`src/rtl/div_iter_if.sv`:
```
`default_nettype none
// ============================================================================
// Module      : div_iter_if
// Description : Request/response bundle for the iterative divider. Carries
//               the request handshake with its operands and flags, the
//               flush strobe, and the result handshake.
// Revision    : 1.0 - initial release
// ----------------------------------------------------------------------------
// Signals:
//   in_valid / in_ready     request handshake (in_ready driven by divider)
//   a, b                    dividend / divisor
//   is_unsigned, is_rem,    operation flags
//   is_word
//   flush                   abort any in-flight operation
//   out_valid / out_ready   result handshake (out_valid driven by divider)
//   c                       result
// Modports:
//   master - requester / consumer side (execute stage)
//   slave  - divider side
// ============================================================================
interface div_iter_if #(
  parameter int XLEN = 64
);
  logic            in_valid;
  logic            in_ready;
  logic [XLEN-1:0] a;
  logic [XLEN-1:0] b;
  logic            is_unsigned;
  logic            is_rem;
  logic            is_word;
  logic            flush;
  logic            out_valid;
  logic            out_ready;
  logic [XLEN-1:0] c;

  modport master (
    output in_valid, a, b, is_unsigned, is_rem, is_word, flush, out_ready,
    input  in_ready, out_valid, c
  );

  modport slave (
    input  in_valid, a, b, is_unsigned, is_rem, is_word, flush, out_ready,
    output in_ready, out_valid, c
  );
endinterface
`default_nettype wire

```
`src/rtl/div_iter.sv`:
```
`default_nettype none
// ============================================================================
// Module      : div_iter
// Description : Iterative radix-2 restoring divider for the RV64M
//               DIV/DIVU/REM/REMU and *W group. One quotient bit per cycle;
//               divide-by-zero and signed overflow resolve in one cycle.
// Revision    : 1.0 - initial release
// ----------------------------------------------------------------------------
// Ports:
//   clk    in   clock
//   reset  in   synchronous, active-high reset
//   bus    slave modport of div_iter_if (request, flush, result)
// Parameters:
//   XLEN   operand/result width; only 64 is supported
// ============================================================================
module div_iter #(
  parameter int XLEN = 64
) (
  input  logic      clk,
  input  logic      reset,
  div_iter_if.slave bus
);

  typedef enum logic [1:0] {
    IDLE   = 2'd0,
    DIVIDE = 2'd1,
    DONE   = 2'd2
  } state_t;

  state_t          state;
  logic [6:0]      count;
  logic [XLEN-1:0] dividend;
  logic [XLEN-1:0] divisor;
  logic [XLEN-1:0] rem;
  logic [XLEN-1:0] quo;
  logic            neg_q;
  logic            neg_r;
  logic            sel_rem;
  logic            word;
  logic            out_valid_q;
  logic [XLEN-1:0] c_q;

  // Sign-extend the low word for *W results, pass through otherwise.
  function automatic logic [XLEN-1:0] fit(input logic w, input logic [XLEN-1:0] v);
    return w ? {{32{v[31]}}, v[31:0]} : v;
  endfunction

  // ---------------- accept-side decode ----------------
  logic            sa, sb;
  logic [XLEN-1:0] a_neg, b_neg;
  logic [XLEN-1:0] a_abs, b_abs;
  logic            b_zero, a_min, b_m1, ovf;

  always_comb begin
    a_neg  = -bus.a;
    b_neg  = -bus.b;
    sa     = !bus.is_unsigned && (bus.is_word ? bus.a[31] : bus.a[63]);
    sb     = !bus.is_unsigned && (bus.is_word ? bus.b[31] : bus.b[63]);
    // Low 32 bits of the 64-bit negation equal the 32-bit negation.
    if (bus.is_word) begin
      a_abs = {32'd0, (sa ? a_neg[31:0] : bus.a[31:0])};
      b_abs = {32'd0, (sb ? b_neg[31:0] : bus.b[31:0])};
    end else begin
      a_abs = sa ? a_neg : bus.a;
      b_abs = sb ? b_neg : bus.b;
    end
    b_zero = bus.is_word ? (bus.b[31:0] == 32'd0) : (bus.b == '0);
    a_min  = bus.is_word ? (bus.a[31:0] == 32'h8000_0000)
                         : (bus.a == {1'b1, {(XLEN-1){1'b0}}});
    b_m1   = bus.is_word ? (bus.b[31:0] == 32'hFFFF_FFFF) : (bus.b == '1);
    ovf    = !bus.is_unsigned && a_min && b_m1;
  end

  // ---------------- one restoring step ----------------
  // The partial remainder is below the divisor, so the shifted trial value
  // needs one extra bit and the restored value always fits back in XLEN.
  logic [XLEN:0]   trial, diff;
  logic            ge;
  logic [XLEN-1:0] rem_nx, quo_nx, q_fin, r_fin, result;

  always_comb begin
    trial  = {rem, dividend[XLEN-1]};
    diff   = trial - {1'b0, divisor};
    ge     = (trial >= {1'b0, divisor});
    rem_nx = ge ? diff[XLEN-1:0] : trial[XLEN-1:0];
    quo_nx = {quo[XLEN-2:0], ge};
    q_fin  = neg_q ? -quo_nx : quo_nx;
    r_fin  = neg_r ? -rem_nx : rem_nx;
    result = fit(word, sel_rem ? r_fin : q_fin);
  end

  // ---------------- control and state ----------------
  always_ff @(posedge clk) begin
    if (reset) begin
      state       <= IDLE;
      count       <= 7'd0;
      dividend    <= '0;
      divisor     <= '0;
      rem         <= '0;
      quo         <= '0;
      neg_q       <= 1'b0;
      neg_r       <= 1'b0;
      sel_rem     <= 1'b0;
      word        <= 1'b0;
      out_valid_q <= 1'b0;
      c_q         <= '0;
    end else if (bus.flush) begin
      state       <= IDLE;
      out_valid_q <= 1'b0;
      c_q         <= '0;
    end else begin
      case (state)
        IDLE: begin
          if (bus.in_valid) begin
            sel_rem <= bus.is_rem;
            word    <= bus.is_word;
            neg_q   <= sa ^ sb;
            neg_r   <= sa;
            divisor <= b_abs;
            rem     <= '0;
            quo     <= '0;
            // Word operands are left-justified so the step always takes bit 63.
            dividend <= bus.is_word ? {a_abs[31:0], 32'd0} : a_abs;
            if (b_zero) begin
              c_q         <= bus.is_rem ? fit(bus.is_word, bus.a) : '1;
              out_valid_q <= 1'b1;
              state       <= DONE;
            end else if (ovf) begin
              c_q         <= bus.is_rem ? '0 : fit(bus.is_word, bus.a);
              out_valid_q <= 1'b1;
              state       <= DONE;
            end else begin
              count <= bus.is_word ? 7'd32 : 7'd64;
              state <= DIVIDE;
            end
          end
        end
        DIVIDE: begin
          dividend <= {dividend[XLEN-2:0], 1'b0};
          rem      <= rem_nx;
          quo      <= quo_nx;
          count    <= count - 7'd1;
          if (count == 7'd1) begin
            c_q         <= result;
            out_valid_q <= 1'b1;
            state       <= DONE;
          end
        end
        DONE: begin
          if (bus.out_ready) begin
            out_valid_q <= 1'b0;
            state       <= IDLE;
          end
        end
        default: state <= IDLE;
      endcase
    end
  end

  assign bus.in_ready  = (state == IDLE);
  assign bus.out_valid = out_valid_q;
  assign bus.c         = c_q;

endmodule
`default_nettype wire
```
`src/flat_wrapper.sv`:
```
// flat-port wrapper written by rule: the top's interface ports become plain ports
module div_iter_flat 
#(
  parameter int XLEN = 64
)
  (clk, reset, bus_in_valid, bus_a, bus_b, bus_is_unsigned, bus_is_rem, bus_is_word, bus_flush, bus_out_ready, bus_in_ready, bus_out_valid, bus_c);
  div_iter_if #(.XLEN(XLEN)) bus_i ();
  input  logic clk;
  input  logic reset;
  input wire logic [$bits(bus_i.in_valid)-1:0] bus_in_valid;
  input wire logic [$bits(bus_i.a)-1:0] bus_a;
  input wire logic [$bits(bus_i.b)-1:0] bus_b;
  input wire logic [$bits(bus_i.is_unsigned)-1:0] bus_is_unsigned;
  input wire logic [$bits(bus_i.is_rem)-1:0] bus_is_rem;
  input wire logic [$bits(bus_i.is_word)-1:0] bus_is_word;
  input wire logic [$bits(bus_i.flush)-1:0] bus_flush;
  input wire logic [$bits(bus_i.out_ready)-1:0] bus_out_ready;
  output wire logic [$bits(bus_i.in_ready)-1:0] bus_in_ready;
  output wire logic [$bits(bus_i.out_valid)-1:0] bus_out_valid;
  output wire logic [$bits(bus_i.c)-1:0] bus_c;
  assign bus_i.in_valid = bus_in_valid;
  assign bus_i.a = bus_a;
  assign bus_i.b = bus_b;
  assign bus_i.is_unsigned = bus_is_unsigned;
  assign bus_i.is_rem = bus_is_rem;
  assign bus_i.is_word = bus_is_word;
  assign bus_i.flush = bus_flush;
  assign bus_i.out_ready = bus_out_ready;
  assign bus_in_ready = bus_i.in_ready;
  assign bus_out_valid = bus_i.out_valid;
  assign bus_c = bus_i.c;
  div_iter #(.XLEN(XLEN)) u_core (.clk(clk), .reset(reset), .bus(bus_i));
endmodule
```
`config.mk`:
```
export PLATFORM = sky130hd
export DESIGN_NAME = div_iter_flat
export DESIGN_NICKNAME = d
export VERILOG_FILES = /design/src/rtl/div_iter_if.sv /design/src/rtl/div_iter.sv /design/src/flat_wrapper.sv
export SDC_FILE = /design/constraint.sdc
export NUM_CORES = 1
export LEC_CHECK = 0
export ABC_AREA = 1
export BUFFER_PORTS_ARGS = -buffer_cell sky130_fd_sc_hd__buf_2
export CAP_MARGIN = 10
export CORE_MARGIN = 5
export CORE_UTILIZATION = 39
export DETAILED_ROUTE_END_ITERATION = 8
export GPL_TIMING_DRIVEN = 0
export REMOVE_ABC_BUFFERS = 1
export SKIP_LAST_GASP = 1
export SYNTH_ARGS = -nofsm -noshare
export SYNTH_HDL_FRONTEND = slang
export SYNTH_SLANG_ARGS = --single-unit
```
`constraint.sdc`:
```
create_clock -name clk -period 5.9 [get_ports clk]
set_clock_uncertainty 0.15 [all_clocks]
set_input_delay 0.295 -clock clk [delete_from_list [all_inputs] [get_ports clk]]
set_output_delay 0.295 -clock clk [all_outputs]
set_load 0.01 [all_outputs]
```
==> results of run 1 <==
-- cells in the mapped netlist, drive strengths merged, types with 2 or more instances --
| library cell | instances | area (µm²) |
|---|---|---|
| o41ai | 2 | 17.5 |
| xor2 | 84 | 736 |
| nand2 | 1640 | 6260 |
| o21bai | 9 | 67.6 |
| xnor2 | 37 | 324 |
| o221ai | 16 | 140 |
| buf | 49 | 355 |
| or2 | 14 | 87.6 |
| a22oi | 2 | 15.0 |
| o31ai | 15 | 113 |
| nor2 | 539 | 2140 |
| ha | 71 | 888 |
| nor3 | 92 | 460 |
| a21o | 3 | 22.5 |
| a21boi | 10 | 75.1 |
| maj3 | 21 | 210 |
| nand4 | 77 | 482 |
| o22ai | 3 | 18.8 |
| a31oi | 17 | 106 |
| o21a | 5 | 37.5 |
| nand3 | 281 | 1430 |
| and2 | 4 | 25.0 |
| o21ai | 364 | 1860 |
| clkbuf | 181 | 683 |
| nand3b | 25 | 188 |
| dfxtp | 333 | 6670 |
| a21oi | 598 | 3000 |
| o211ai | 34 | 255 |
| inv | 669 | 2510 |
| nor4 | 33 | 221 |
| nor3b | 2 | 15.0 |
| o311ai | 4 | 35.0 |
| clkinv | 7 | 26.3 |
| or3 | 4 | 25.0 |
| and3 | 4 | 25.0 |
-- cells by family (layout without fill, tap and decap cells) --
| family | count (synthesis) | in the layout | share of synthesized area |
|---|---|---|---|
| xor gates and xnor gates | 121 | 121 | 0.0358 |
| DFF | 333 | 333 | 0.225 |
| AOI/OAI and AO/OA | 1089 | 1089 | 0.197 |
| and+or+nand+nor | 2716 | 2723 | 0.384 |
| adders and majority gates | 93 | 93 | 0.0378 |
| other | 0 | 2 | 0 |
| buffers and inverters | 906 | 1068 | 0.121 |
-- report_power, final --
group          switching (mW)  internal (mW)
Sequential             0.0581           2.33
Combinational            5.50           1.95
Clock                    1.16           1.60
-- worst min-delay path by stage --
stage / start / end / slack, ns / cells after the start
5_1_grt: bus_a[32] / u_core.dividend[32]$_SDFFE_PP0P_ / 0.03 / 3
6_report: bus_a[35] / u_core.dividend[35]$_SDFFE_PP0P_ / 0.02 / 4
3_5_place_dp: u_core.dividend[46]$_SDFFE_PP0P_ / u_core.dividend[46]$_SDFFE_PP0P_ / 0.30 / 2
4_1_cts: bus_a[29] / u_core.dividend[29]$_SDFFE_PP0P_ / 0.003 / 4
3_3_place_gp: u_core.dividend[46]$_SDFFE_PP0P_ / u_core.dividend[46]$_SDFFE_PP0P_ / 0.30 / 2
2_1_floorplan: reset / u_core.dividend[0]$_SDFFE_PP0P_ / 0.21 / 1
-- registers in the layout, indices dropped and copies added (netlist names), 2 cells and up --
register	cells
u_core.bus.c	64
u_core.dividend	64
u_core.divisor	64
u_core.rem	64
u_core.quo	63
u_core.count	7
u_core.state	2
-- stage by stage --
stage                     hold slack, ns  cells  TNS (ns)  utilization  total power [mW]
after floorplan                    0.214   5028   -456.67            -              6.97
after CTS                        0.00333   6392         0        0.446              12.1
after global placement             0.300   6207  -2301.00        0.408              9.24
after global routing              0.0333   6405   -0.0534        0.449              13.3
final                             0.0248   6407         0        0.449              12.6
after detailed placement           0.304   6239    -35.81        0.417              9.28
-- routing by layer --
layer | global-route usage | vias to the layer above
li1 | - | 17300
met1 | 0.392 | 15800
met2 | 0.435 | 1299
met3 | 0.0623 | 176
met4 | 0.0921 | 0
met5 | 0 | -
-- final cells by class --
class	instances	area, µm²
clock buffer	58	1220
inverter	676	2560
sequential	333	6670
fill	8345	41600
antenna	2	5.00
multi-input combinational	4026	19600
tap	978	1220
clock inverter	20	230
timing repair buffer	314	2400
-- repair_timing --
action	CTS	global route
pin swaps	2	6
hold buffers	69	0
setup buffers	2	9
hold endpoints to repair	75	0
gates resized for setup	11	16
cloned	4	3
endpoints found under the setup margin	48	14
-- critical path, delay by kind of cell (launching register included) --
kind                     cells  cell delay [ns]
adder cells (fa/ha/maj)      2             0.63
flip-flops                   1             0.33
AO/OA/AOI/OAI                3             0.79
AND/OR/NAND/NOR             21             3.15
buffers and inverters        3             0.41
==> impl_metrics.json, run 1 <==
{
  "num_vias": 34600,
  "period_needed_ns": 5.65,
  "final_common_cell": "nand2_1",
  "rrSetupSlack_ns": 0.25,
  "p_leak_nw": 16.1,
  "yosysSeqAreaShare": 0.225,
  "drtIter0Drc": 3900,
  "maxSlewViolCount": 0,
  "cts_num_sinks": 333,
  "place_congestion": 1.04,
  "clkTransAtPathRegs_ns": 0.06,
  "hpwl_um": 94100,
  "cap_viol_max_count": 0,
  "finalCritPeriodShare": 0.957,
  "layout_setup_ws_ns": 0.254,
  "port_buffers": 201,
  "hold_path_class": "input port to flip-flop",
  "ios": 202,
  "crit_slowest_cell": "o21ai_2",
  "syn_area_mm2": 0.0296,
  "cp-endpoint": "u_core.bus.c[56]$_SDFFE_PP0P_",
  "ant_nets": 0,
  "totalWireLength_um": 123000,
  "dr.max_layer_used": "met4",
  "nets": 5602,
  "rsz0062_at_grt": "yes",
  "grt_antenna_before_repair": 2,
  "rr_worst_depth": 29,
  "grt_util_all_layers": 0.282,
  "crit_arrival_ns": 5.94,
  "first_pass_iters": 8,
  "grt_pass1_vias": 30300,
  "synth_edf_count": 0,
  "startpoint": "u_core.divisor[14]$_SDFFE_PP0P_",
  "fmax_mhz": 177,
  "cp-end-kind": "flip-flop",
  "grt_pass1_wl_um": 181000,
  "required_ns": 6.19,
  "wl_met1_um": 54200,
  "powerDensity_mw_per_mm2": 371,
  "yosysWarnings": 0,
  "synth_cell_type_count": 62,
  "post-place-ws_ns": -1.94,
  "grt_max_degree": 119,
  "ys_ff_latch": 333,
  "setup_viol": 0,
  "status": "finished, final reports clean",
  "fp.dieW_um": 286,
  "slowest_delay_ns": 0.46,
  "core_area_mm2": 0.0756,
  "final_area_mm2": 0.0339,
  "cts.htree.levels": 2,
  "ir_drop_uv": 468,
  "synthArstFlopShare": 0,
  "relSlewSlack": 0.142,
  "worst_pin_slew_ns": 1.29,
  "synth_flop_cell": "dfxtp_1",
  "r2r-end": "u_core.bus.c[56]$_SDFFE_PP0P_",
  "route.detailed.vias_per_inst": 5.39,
  "dr_wl_met2_um": 52800,
  "final_cell_mix": "nand2_1, inv_1, a21oi_1",
  "clockRootBuffer": "clkbuf_16",
  "cts_tree": "done",
  "hold_viol": 0,
  "rows": 101,
  "critPathKind": "flip-flop to flip-flop",
  "cts_buffers": 43,
  "syn_inst": 5258,
  "layout-drive-gt1-share": 0.0851,
  "wl_met3_um": 11300,
  "die_area_mm2": 0.0815,
  "die_h_um": 286,
  "avgSynthCellArea_um2": 5.63,
  "remaining_drc_errors": 0,
  "cp_common_cell": "nand2_1",
  "insertion_delay_ns": 0.59,
  "reg2reg_from": "u_core.divisor[14]$_SDFFE_PP0P_",
  "wl_per_cell_um": 19.2,
  "grt_overflow": 0,
  "area_growth_pct": 14.6,
  "start_util": 0.392,
  "clock_path_buffers": 3,
  "cp_max_fo": 21,
  "placed_area_mm2": 0.0315,
  "start_kind": "flip-flop"
}
Power figures use the tool's default switching activity.
==> run 2: changes to the inputs <==
--- a/config.mk
+++ b/config.mk
@@ -12,6 +12,7 @@
 export CORE_UTILIZATION = 39
 export DETAILED_ROUTE_END_ITERATION = 8
 export GPL_TIMING_DRIVEN = 0
+export RECOVER_POWER = 100
 export REMOVE_ABC_BUFFERS = 1
 export SKIP_LAST_GASP = 1
 export SYNTH_ARGS = -nofsm -noshare
==> impl_metrics.json, run 2 (synthesized netlist as in run 1, its figures left out) <==
{
  "wl_per_cell_um": 19.1,
  "ant_nets": 0,
  "totalWireLength_um": 123000,
  "rsz0062_at_grt": "yes",
  "area_growth_pct": 13.9,
  "crit_arrival_ns": 6.08,
  "rows": 101,
  "placed_area_mm2": 0.0315,
  "post-place-ws_ns": -1.94,
  "port_buffers": 201,
  "fmax_mhz": 175,
  "worst_pin_slew_ns": 2.16,
  "status": "finished with violations",
  "hold_viol": 0,
  "startpoint": "bus_b[44]",
  "core_area_mm2": 0.0756,
  "route.detailed.vias_per_inst": 5.39,
  "relSlewSlack": -0.451,
  "regArea_mm2": 0.00667,
  "cts.htree.levels": 2,
  "critPathKind": "input port to flip-flop",
  "grt_max_degree": 119,
  "insertion_delay_ns": 0.59,
  "rrSetupSlack_ns": 0.27,
  "required_ns": 6.26,
  "final_common_cell": "nand2_1",
  "grt_pass1_vias": 30300,
  "multiInputGateArea_mm2": 0.0196,
  "grt_util_all_layers": 0.282,
  "period_needed_ns": 5.72,
  "num_vias": 34500,
  "ios": 202,
  "r2r-end": "u_core.bus.c[54]$_SDFFE_PP0P_",
  "remaining_drc_errors": 0,
  "drtIter0Drc": 3769,
  "layout-drive-gt1-share": 0.0708,
  "hold_path_class": "input port to flip-flop",
  "hpwl_um": 94100,
  "die_h_um": 286,
  "cap_viol_max_count": 4,
  "cp-endpoint": "u_core.bus.c[11]$_SDFFE_PP0P_",
  "final_util": 0.446,
  "final_area_mm2": 0.0337,
  "fp.dieW_um": 286,
  "ir_drop_uv": 473,
  "first_pass_iters": 5,
  "start_kind": "input port",
  "powerDensity_mw_per_mm2": 373,
  "cts_buffers": 43,
  "start_util": 0.392,
  "nets": 5602,
  "violations": "capacitance limit, slew limit",
  "die_area_mm2": 0.0815,
  "finalCritPeriodShare": 0.969,
  "clock_path_buffers": 3,
  "cts_tree": "done",
  "layout_setup_ws_ns": 0.183,
  "cts_num_sinks": 333,
  "setup_viol": 0,
  "cp-end-kind": "flip-flop",
  "p_leak_nw": 15.7,
  "num_antenna_cells": 0,
  "grt_antenna_before_repair": 2,
  "grt_pass1_wl_um": 181000,
  "place_congestion": 1.04,
  "clockRootBuffer": "clkbuf_16",
  "final_cell_mix": "nand2_1, inv_1, a21oi_1",
  "grt_overflow": 0,
  "nFillCells": 8399,
  "clkTransAtPathRegs_ns": 0.06,
  "cp_max_fo": 46,
  "reg2reg_from": "u_core.divisor[14]$_SDFFE_PP0P_",
  "rr_worst_depth": 25,
  "maxSlewViolCount": 156
}
[run 2: changes by cell type in the layout (fill, tap and decap cells not counted), moves of 2 or more]
cell / delta
diode_2: -2
buf_2: -67
clkbuf_1: +74
nor2_1: +2
buf_6: -3
buf_12: -4
[run 2: worst min path at each step]
stage / start / depth (start not counted) / to / slack, ns
after floorplan: reset / 1 / u_core.dividend[0]$_SDFFE_PP0P_ / 0.21
after global placement: u_core.dividend[46]$_SDFFE_PP0P_ / 2 / u_core.dividend[46]$_SDFFE_PP0P_ / 0.30
after detailed placement: u_core.dividend[46]$_SDFFE_PP0P_ / 2 / u_core.dividend[46]$_SDFFE_PP0P_ / 0.30
after CTS: bus_a[29] / 4 / u_core.dividend[29]$_SDFFE_PP0P_ / 0.003
after global routing: bus_a[32] / 3 / u_core.dividend[32]$_SDFFE_PP0P_ / 0.03
final: bus_a[29] / 4 / u_core.dividend[29]$_SDFFE_PP0P_ / 0.03
[run 2: layout make-up]
type                            count  share of cell area
Multi-Input combinational cell   4026               0.581
Sequential cell                   333               0.198
Clock buffer                       58              0.0363
Tap cell                          978              0.0363
Clock inverter                     20             0.00683
Timing Repair Buffer              314              0.0660
Inverter                          676              0.0760
[run 2: critical path, stage by stage]
cell	delay, ns
dlygate4sd3_1	0.54
clkbuf_1	0.17
nor4_1	0.68
inv_1	0.14
nor4_1	0.49
nor3b_1	0.98
o2111ai_4	0.17
buf_12	0.22
nand3_1	0.11
nand2_1	0.08
inv_1	0.09
nand2_2	0.42
inv_2	0.56
buf_2	0.68
o211ai_1	0.19
a21oi_1	0.16
[run 2: power by group]
part           internal, mW  switching (mW)
clock                  1.60            1.16
sequential             2.33          0.0584
combinational          1.94            5.51
[run 2: layer usage]
metal  wire length, µm  vias up  share of wire  track usage
met1             54600    15800           0.44        0.392
met2             52900     1270           0.43        0.435
li1                  -    17300              -            -
met4              4370        0          0.036       0.0921
met5                 0        -              0            0
met3             10900      184          0.089       0.0623
[run 2: repair_timing]
action / CTS / global route
pin swaps: 2 / 6
hold endpoints to repair: 75 / 0
setup endpoints to repair: 48 / 14
gates cloned: 4 / 3
hold buffers: 69 / 0
setup buffers: 2 / 9
resized for setup: 11 / 16
[run 2: per-stage QoR]
| stage | cells | TNS [ns] | power [mW] | hold WS, ns |
|---|---|---|---|---|
| 2_1_floorplan | 5028 | -456.67 | 6.97 | 0.214 |
| 3_3_place_gp | 6207 | -2301.00 | 9.24 | 0.300 |
| 3_5_place_dp | 6239 | -35.81 | 9.28 | 0.304 |
| 4_1_cts | 6392 | 0 | 12.1 | 0.00333 |
| 5_1_grt | 6405 | -0.0534 | 13.3 | 0.0333 |
| 6_report | 6405 | 0 | 12.6 | 0.0271 |
